File: config.mk
export PLATFORM = sky130hd
export DESIGN_NAME = piso_serializer
export DESIGN_NICKNAME = d
export VERILOG_FILES = /design/src/rtl/piso_serializer_pkg.sv /design/src/rtl/piso_shift_cell.sv /design/src/rtl/piso_serializer.sv
export SDC_FILE = /design/constraint.sdc
export NUM_CORES = 1
export LEC_CHECK = 0
export CORE_MARGIN = 5
export CORE_UTILIZATION = 28
export DETAILED_ROUTE_END_ITERATION = 8
export MAX_ROUTING_LAYER = met4
export SLEW_MARGIN = 25
export SYNTH_ARGS = -nofsm -noshare
export SYNTH_HDL_FRONTEND = slang
export SYNTH_SLANG_ARGS = --single-unit
File: constraint.sdc
create_clock -name clock -period 1.9 [get_ports clock]
set_input_delay 0.475 -clock clock [delete_from_list [all_inputs] [get_ports clock]]
set_output_delay 0.475 -clock clock [all_outputs]
set_load 0.03 [all_outputs]
File: src/rtl/piso_serializer_pkg.sv
// Shared constants for the parallel-to-serial transmitter.
// State encoding is kept as plain localparams so older blocks can reuse it unchanged.
package piso_serializer_pkg;

    localparam int DEFAULT_WIDTH = 8;

    localparam logic [0:0] ST_IDLE  = 1'b0;
    localparam logic [0:0] ST_SHIFT = 1'b1;

endpackage

File: src/rtl/piso_shift_cell.sv
// One stage of the serializer shift register: parallel load has priority over shift.
module piso_shift_cell (
    input  logic clock,
    input  logic reset,
    input  logic load,
    input  logic shift,
    input  logic load_bit,
    input  logic shift_bit,
    output logic q
);

    always_ff @(posedge clock or posedge reset) begin
        if (reset) begin
            q <= 1'b0;
        end else if (load) begin
            q <= load_bit;
        end else if (shift) begin
            q <= shift_bit;
        end
    end

endmodule

File: src/rtl/piso_serializer.sv
// Parallel-to-serial transmitter: accepts a word on a valid/ready handshake and
// shifts it out one bit per clock with a frame marker and a last-bit done pulse.
module piso_serializer
    import piso_serializer_pkg::*;
#(
    parameter int WIDTH     = DEFAULT_WIDTH,
    parameter bit LSB_FIRST = 1'b1
) (
    input  logic             clock,
    input  logic             reset,
    input  logic [WIDTH-1:0] data_in,
    input  logic             load_valid,
    output logic             load_ready,
    output logic             serial_out,
    output logic             frame,
    output logic             done
);

    localparam int CW = (WIDTH > 1) ? $clog2(WIDTH) : 1;
    localparam logic [CW-1:0] LAST   = CW'(WIDTH - 1);
    localparam logic [CW-1:0] PENULT = CW'(WIDTH - 2);

    logic [0:0]       state;
    logic [CW-1:0]    count;
    logic [WIDTH-1:0] sreg;
    logic             last_bit;
    logic             accept;
    logic             shifting;

    assign last_bit   = (state == ST_SHIFT) && (count == LAST);
    assign load_ready = (state == ST_IDLE) || last_bit;
    assign accept     = load_valid && load_ready;
    assign shifting   = (state == ST_SHIFT);
    assign frame      = (state == ST_SHIFT);

    // Done is registered one cycle ahead so it lines up with the last bit on the wire.
    always_ff @(posedge clock or posedge reset) begin
        if (reset) begin
            state <= ST_IDLE;
            count <= '0;
            done  <= 1'b0;
        end else if (accept) begin
            state <= ST_SHIFT;
            count <= '0;
            done  <= 1'b0;
        end else if (state == ST_SHIFT) begin
            if (last_bit) begin
                state <= ST_IDLE;
                count <= '0;
                done  <= 1'b0;
            end else begin
                count <= count + 1'b1;
                done  <= (count == PENULT);
            end
        end
    end

    // Zeros are shifted in, so the register is empty (and the line low) once a word drains.
    for (genvar i = 0; i < WIDTH; i++) begin : g_cell
        logic shift_bit;

        if (LSB_FIRST) begin : g_lsb
            if (i == WIDTH - 1) begin : g_end
                assign shift_bit = 1'b0;
            end else begin : g_mid
                assign shift_bit = sreg[i+1];
            end
        end else begin : g_msb
            if (i == 0) begin : g_end
                assign shift_bit = 1'b0;
            end else begin : g_mid
                assign shift_bit = sreg[i-1];
            end
        end

        piso_shift_cell u_cell (
            .clock     (clock),
            .reset     (reset),
            .load      (accept),
            .shift     (shifting),
            .load_bit  (data_in[i]),
            .shift_bit (shift_bit),
            .q         (sreg[i])
        );
    end

    if (LSB_FIRST) begin : g_out_lsb
        assign serial_out = sreg[0];
    end else begin : g_out_msb
        assign serial_out = sreg[WIDTH-1];
    end

endmodule

* Word level (Yosys, flattened, before mapping)
Index checks and enable logic that the tools add are counted.
** Storage, ports and cells
- Register bits :: 13
- Output and inout port bits :: 4
- Logic and storage cells :: 44
** Cells by class
- $add $sub $neg :: 1
- Equal/unequal tests :: 2
- Muxes and demuxes :: 25
- Bitwise operators :: 1
- Reduce and logical (&&, ||, !) cells :: 4
** Operators by type and width (number)
- 2-to-1 mux 1 bit :: 22
- 2-to-1 mux 3 bit :: 3
- == test 3 bit, second input constant :: 2
- adder 3 x 1 -> 3 bit, second input constant :: 1
- logical AND 1 bit :: 2
- nonzero test 2 bit :: 1
- logical OR 1 bit :: 1
- NOT 1 bit :: 1

* Logic depth before layout (Yosys ltp)
Gate-level depths: netlist of run 1.
- Depth after elaboration :: 5
- Depth in mapped cells :: 6

* By module
A second synthesis of run 1 with hierarchy kept.
** Unflattened totals
- Cells, all modules :: 65
- Area total of the unflattened synthesis :: 654.4 um2
** By module, submodules not included
- piso_shift_cell :: times used 8, cells each 5, area each 47.5 um2
- piso_serializer :: times used 1, cells each 25, area each 274.0 um2

* Worst setup path after synthesis of run 1
No wires, ideal clock.
- Path type :: reg2out
- From :: reg count[0]
- To :: out load_ready
- Arrival :: 1.167 ns
- Data required time :: 1.425 ns
- Setup slack :: 0.258 ns
- Stages on the path, launching flop included :: 5
- Path buffers :: 1
- Cell sequence :: dfrtp_1 > ha_1 > ha_1 > nand2b_2 > buf_6
** Between the ends
- Cells in the longest elaborated chain, start to end :: 3
** Ends and longest elaborated chain
- start, declared :: line piso_serializer.sv:24 : logic [CW-1:0] count;
- start signal, assigned :: line piso_serializer.sv:52 : count <= count + 1'b1;
- == test 3 bit :: line piso_serializer.sv:30 : assign last_bit = (state == ST_SHIFT) && (count == LAST);
- logical AND 1 bit :: line piso_serializer.sv:30
- logical OR 1 bit :: line piso_serializer.sv:31 : assign load_ready = (state == ST_IDLE) || last_bit;
- end, declared :: line piso_serializer.sv:13 : output logic load_ready,
No other way between the ends.

* Worst setup path after layout of run 1
- From :: reg count[1]
- To :: out load_ready
Same word-level chain as after synthesis.

==> run metrics, run 1 <==
Vias/cell about 4.9; status finished clean; clock root cell clkbuf_4; Initial Util between 20% and 30%; total gr overflow 0; actual slew at the worst max-slew pin 482 ps; core area approximately 2200 um2; die outline area between 3000 and 4000 um2; WP buf/inv 1; Worst-path clk slew 90 ps; Synth area leaders dfrtp_1, nand2_1, ha_1; sequential share of the synthesized area between 40% and 50%; number of setup violations in the final report 0; Layout Cells excl Fill between 100 and 150; Max H-tree Level 1; drt pass-1 iters 4; Hold WC Path Type in2async; Post-DRT Antenna Nets 0; # diodes 0; syn_nets a little over 70; CTS tree yes; Final period util between 90 and 100%; largest net degree at the start of global routing 14; clk buf depth 2; fmax about 550 MHz; number of antenna violations at the first check in global routing 0; Final min period 1800 ps; TritonCTS buffer count 3; synthesized area approximately 660 um2; CP Max Fanout 2; Syn Area/Cell approximately 11 um2; slowest library cell on the worst path dfrtp_1; vias in the first global route ~570; DR iter-0 viols 13; latest clock arrival within the worst-skew pair slightly below 300 ps; FF+latch count, synth 13; P_leak roughly 0.41 nW; first-pass GRT wire length between 2 and 3 mm; Cells after Synth between 50 and 60; RSZ-0062 raised after global routing no; # rows 17; TNS Setup 0 ps; input/output buffers 14; CP max stage delay about 400 ps; post_cts resized 6; layout cell share with drive strength beyond 1 between 20% and 30%; largest area contributor in the netlist dfrtp_1; Post-synth top cells dfrtp_1, nand2_1, a32oi_1; # clock sinks 13; Routed WL around 1.5 mm; DR vias 532; WP data required ~1400 ps; top cell type's share of synthesized area 49.4%; CP Cell Sequence ha_2 -> ha_1 -> nand2b_4 -> buf_6; total track usage a little over a tenth; max cap viols 0; post-synth cell types 20; fillcell total between 200 and 250; Area Overhead vs Synth 34.6%; Final Slew Violations 0; EDFF count, synth 0; Post-synth ARST share between 90% and 100%; Hold Buf Count CTS 0; Fin Clk Skew 8.04 ps; most common cell in the synthesized netlist dfrtp_1; Synth warnings 0; Cell Pwr Density around 1400 nW/um2; fin nets 95; DP HPWL about 1.1 mm; Slew headroom about two thirds; Worst VDD drop ~0.98 mV; Worst setup SP type flip-flop; Post-CTS Setup Bufs 0; Top-Level Pins 15; DRC Markers 0; gpl congestion between 0.7 and 0.8; die width slightly below 60 um; WS Path Type reg2out; Placed Instances 104; Die Height 58.5 um; ys flop type dfrtp_1; Crit. End Element output pin; Fin. Hold Viols 0; Worst Path Arrival 1330 ps; Routed WL per cell approximately 14 um; delay-heaviest family, CP flip-flops
final cells by class:
type	count	area (um2)	share of cell area (%)
multi-input cells	39	295	33.3
inverters	3	11.3	1.27
clock buffers	4	26.3	2.97
well taps	28	35.0	3.95
repair buffers	21	193	21.8
flip-flops and latches	13	325	36.7
power breakdown:
group	total (W)	internal (W)	switching [W]
Clock	0.000179	0.0000816	0.0000975
Sequential	0.000459	0.000380	0.0000789
Combinational	0.000561	0.000279	0.000282
Total	0.00120	0.000741	0.000458
metrics by stage:
stage | util, % | hold slack [ps] | setup slack, ps | cell area (um2) | total power, W
finish | 39.7 | 486 | 95.6 | 886 | 0.00120
detailed placement | 38.2 | 467 | -87.6 | 852 | 0.00101
global route | 39.7 | 524 | 14.6 | 886 | 0.00130
global placement | 38.2 | 461 | -73.0 | 852 | 0.000991
floorplan | - | 352 | 258 | 658 | 0.000808
CTS | 39.0 | 484 | 3.23 | 872 | 0.00118
cells in the final DEF, fill, tap and decap left out:
cell type / netlist / final
nor2b_1: 3 / 3
a32oi_1: 4 / 4
o21ai_0: 1 / 1
buf_6: 3 / 1
o221a_1: 3 / 3
clkbuf_1: 0 / 1
nand2b_1: 2 / 2
o32ai_1: 1 / 1
buf_4: 0 / 7
o21ai_1: 1 / 1
clkbuf_4: 0 / 3
nor2_4: 1 / 1
a32o_2: 1 / 1
nor2_1: 1 / 1
inv_1: 3 / 3
nand4b_1: 1 / 1
nand2b_4: 0 / 1
dlygate4sd2_1: 0 / 1
ha_2: 0 / 1
a22o_1: 1 / 1
clkdlybuf4s50_1: 0 / 12
dfrtp_1: 13 / 13
nand2_1: 11 / 11
a211o_1: 3 / 3
a21boi_2: 1 / 1
ha_1: 3 / 2
routing by layer:
metal	up-vias	wire length [um]	GRT usage, %	share of wire (%)
li1	256	-	-	-
met1	247	676	12.4	44
met2	20	706	16.1	46
met3	9	63	2.41	4.1
met4	0	82	9.27	5.4
met5	-	0	-	0
final timing paths:
check / from / end / slack [ps] / cells after the start
setup / recovery: count[1] / load_ready / 100 / 4
min in group clock: g_cell[4].u_cell.q / g_cell[3].u_cell.q / 490 / 2
max in group asynchronous: reset / g_cell[1].u_cell.q / 1070 / 2
hold reg to reg: g_cell[4].u_cell.q / g_cell[3].u_cell.q / 490 / 2
setup reg to reg: count[1] / g_cell[2].u_cell.q / 420 / 6
hold / removal: reset / count[0] / 490 / 2
worst reg2reg max path, stage by stage, from the launching register on:
cell      delay, ps
dfrtp_1         370
ha_2            170
ha_1            150
nand2b_4        130
buf_4           180
nand2_1         120
o221a_1         240
registers in the layout, indices dropped and copies added (netlist names):
register and flops:
count 3, done 1, frame 1, g_cell.u_cell.q 8
cells by family after synthesis:
kind of cell,count (synthesis),share of synthesized area (%)
flip-flops,13,49.4
AND/OR/NAND/NOR,20,16.0
buffers and inverters,6,6.84
AO/OA/AOI/OAI,16,22.1
adder cells (fa/ha/maj),3,5.70
Power figures use the tool's default switching activity.
==> run 2: changes to the inputs <==
--- a/config.mk
+++ b/config.mk
@@ -5,6 +5,7 @@
 export SDC_FILE = /design/constraint.sdc
 export NUM_CORES = 1
 export LEC_CHECK = 0
+export CORE_ASPECT_RATIO = 0.7
 export CORE_MARGIN = 5
 export CORE_UTILIZATION = 28
 export DETAILED_ROUTE_END_ITERATION = 8
==> run 2 against run 1 <==
Non-clock buffer count is the same. Maximum frequency down 0.40%. Largest power group unchanged. Critical path type unchanged. Via count down 4.1%. First-iteration DRC count down 15%. Critical endpoint unchanged. Clock skew down 7.2 ps. Hold slack lost 2.8 ps. Combinational power hardly changed. Utilization is 1.1 points higher. Worst setup slack lost 7.2 ps.
==> run metrics, run 2 (same netlist as run 1, synthesis figures left out) <==
Top-Level Pins 15 (unchanged); Crit path top cell by count ha_1; DP HPWL 1.11 mm (was 1.13 mm); Fin Clk Skew 0.872 ps (was 8.04 ps); # diodes 0 (unchanged); # rows 14 (was 17); R2R cell count 6 (unchanged); DR iter-0 viols 11 (was 13); Area Overhead vs Synth 35.6% (was 34.6%); fillcell total 234 (was 228); gpl congestion 0.766 (was 0.778); vias in the first global route 530 (was 566); DRC Markers 0 (unchanged); layout cell share with drive strength beyond 1 18.8% (was 20.0%); worst setup slack after layout 88.4 ps (was 95.6 ps); Crit. End Element output pin (unchanged); die outline area 3440 um2 (was 3420 um2); Reg with most FFs g_cell.u_cell.q (unchanged); RSZ-0062 raised after global routing no (unchanged); Worst setup SP type flip-flop (unchanged); status finished clean (unchanged); CTS tree yes (unchanged); Routed WL 1.49 mm (was 1.53 mm); total gr overflow 0 (unchanged); first-pass GRT wire length 2.46 mm (was 2.65 mm); total track usage 10.0% (was 10.9%); CP Max Fanout 2 (unchanged); Cell Pwr Density 1320 nW/um2 (was 1350 nW/um2); delay-heaviest family, CP flip-flops (unchanged); most common cell after layout, fill and taps aside dfrtp_1 (unchanged); Final min period 1810 ps (was 1800 ps); Initial Util 30.1% (was 29.5%); core area 2190 um2 (was 2230 um2); fin nets 95 (unchanged); Routed WL per cell 13.3 um (was 14.2 um); Post-DRT Antenna Nets 0 (unchanged); CP Cell Sequence ha_1 -> ha_1 -> nand2b_4 -> buf_6 (was ha_2 -> ha_1 -> nand2b_4 -> buf_6); drt pass-1 iters 4 (unchanged); Hold Buf Count CTS 0 (unchanged); hold path cells 2; Hold WC Path Type reg2reg (was in2async); worst hold margin 483 ps (was 486 ps); TritonCTS buffer count 3 (unchanged); TNS Setup 0 ps (unchanged); latest clock arrival within the worst-skew pair 270 ps (was 290 ps); total power 0.00118 W (was 0.00120 W); die width 67.9 um (was 58.5 um); Worst-path clk slew 80 ps (was 90 ps); dpl ws -80.4 ps (was -87.6 ps); DR vias 510 (was 532); max cap viols 0 (unchanged); clk buf depth 2 (unchanged); fmax 552 MHz (was 554 MHz); Slew headroom 65.5% (was 67.8%); WP data required 1420 ps (about the same); most frequent cells in the layout dfrtp_1, clkdlybuf4s50_1, nand2_1 (unchanged); Final Slew Violations 0 (unchanged); R2R Setup Slk 420 ps (about the same); largest net degree at the start of global routing 14 (unchanged); max reg flops 8 (unchanged); Post-CTS Setup Bufs 0 (unchanged); slowest library cell on the worst path dfrtp_1 (unchanged); post-layout util 40.7% (was 39.7%); Fin. Hold Viols 0 (unchanged); Die Height 50.6 um (was 58.5 um); CP max stage delay 380 ps (was 400 ps); Worst VDD drop 0.599 mV (was 0.976 mV); Worst Path Arrival 1340 ps (was 1330 ps); WS Path Type reg2out (unchanged); Final period util 95.3% (was 95.0%); number of setup violations in the final report 0 (unchanged); WP buf/inv 1 (unchanged); Vias/cell 4.55 (was 4.93); Regs by FF count g_cell.u_cell.q: 8 flops, count: 3 flops (unchanged); P_leak 0.415 nW (was 0.411 nW); # clock sinks 13 (unchanged); number of antenna violations at the first check in global routing 0 (unchanged); Max H-tree Level 1 (unchanged); instance count on the critical path 4 (unchanged); input/output buffers 14 (unchanged); actual slew at the worst max-slew pin 517 ps (was 482 ps); clock root cell clkbuf_4 (unchanged)
[run 2: cell types whose count changed in the layout (fill, tap and decap cells not counted)]
cell            before  now
ha_2                 1    0
dlygate4sd2_1        1    0
dlymetal6s2s_1       0    1
ha_1                 2    3
[run 2: worst min-delay path, stage by stage, from the launching register on]
cell     delay, ps
dfrtp_1        350
nand2_1         50
nand2_1         50
[run 2: cell type report]
class	count	area (um2)	area share, %
Multi-Input combinational cell	39	293	32.8
Inverter	3	11.3	1.26
Timing Repair Buffer	21	196	22.0
Clock buffer	4	26.3	2.95
Sequential cell	13	325	36.5
Tap cell	32	40.0	4.49
[run 2: final timing paths]
path | to | start
max | load_ready | count[0]
min | g_cell[3].u_cell.q | g_cell[4].u_cell.q
max reg2reg | g_cell[2].u_cell.q | count[0]
min reg2reg | g_cell[3].u_cell.q | g_cell[4].u_cell.q
max in group asynchronous | g_cell[6].u_cell.q | reset
min in group asynchronous | count[2] | reset
[run 2: power breakdown]
part           total [W]  internal [W]  switching (W)  leakage (nW)
clock           0.000173     0.0000814      0.0000914        0.0150
sequential      0.000447      0.000380      0.0000674         0.167
combinational   0.000559      0.000279       0.000279         0.234
total            0.00118      0.000740       0.000438         0.415
[run 2: per-stage QoR]
step,cells,area (um2)
global route,112,892
floorplan,58,658
global placement,108,857
detailed placement,108,857
CTS,112,878
finish,112,892
[run 2: what timing repair did]
item                       4_1_cts  5_1_grt
resized for setup                5        5
hold endpoints to repair         0        0
setup endpoints to repair        1        2
cloned                           0        0
[run 2: layer usage]
metal	part of all wire [%]	up-vias	GRT usage [%]
met2	44	18	13.1
li1	-	255	-
met1	49	237	13.7
met5	0	-	-
met4	0	0	1.98
met3	7.6	0	4.91
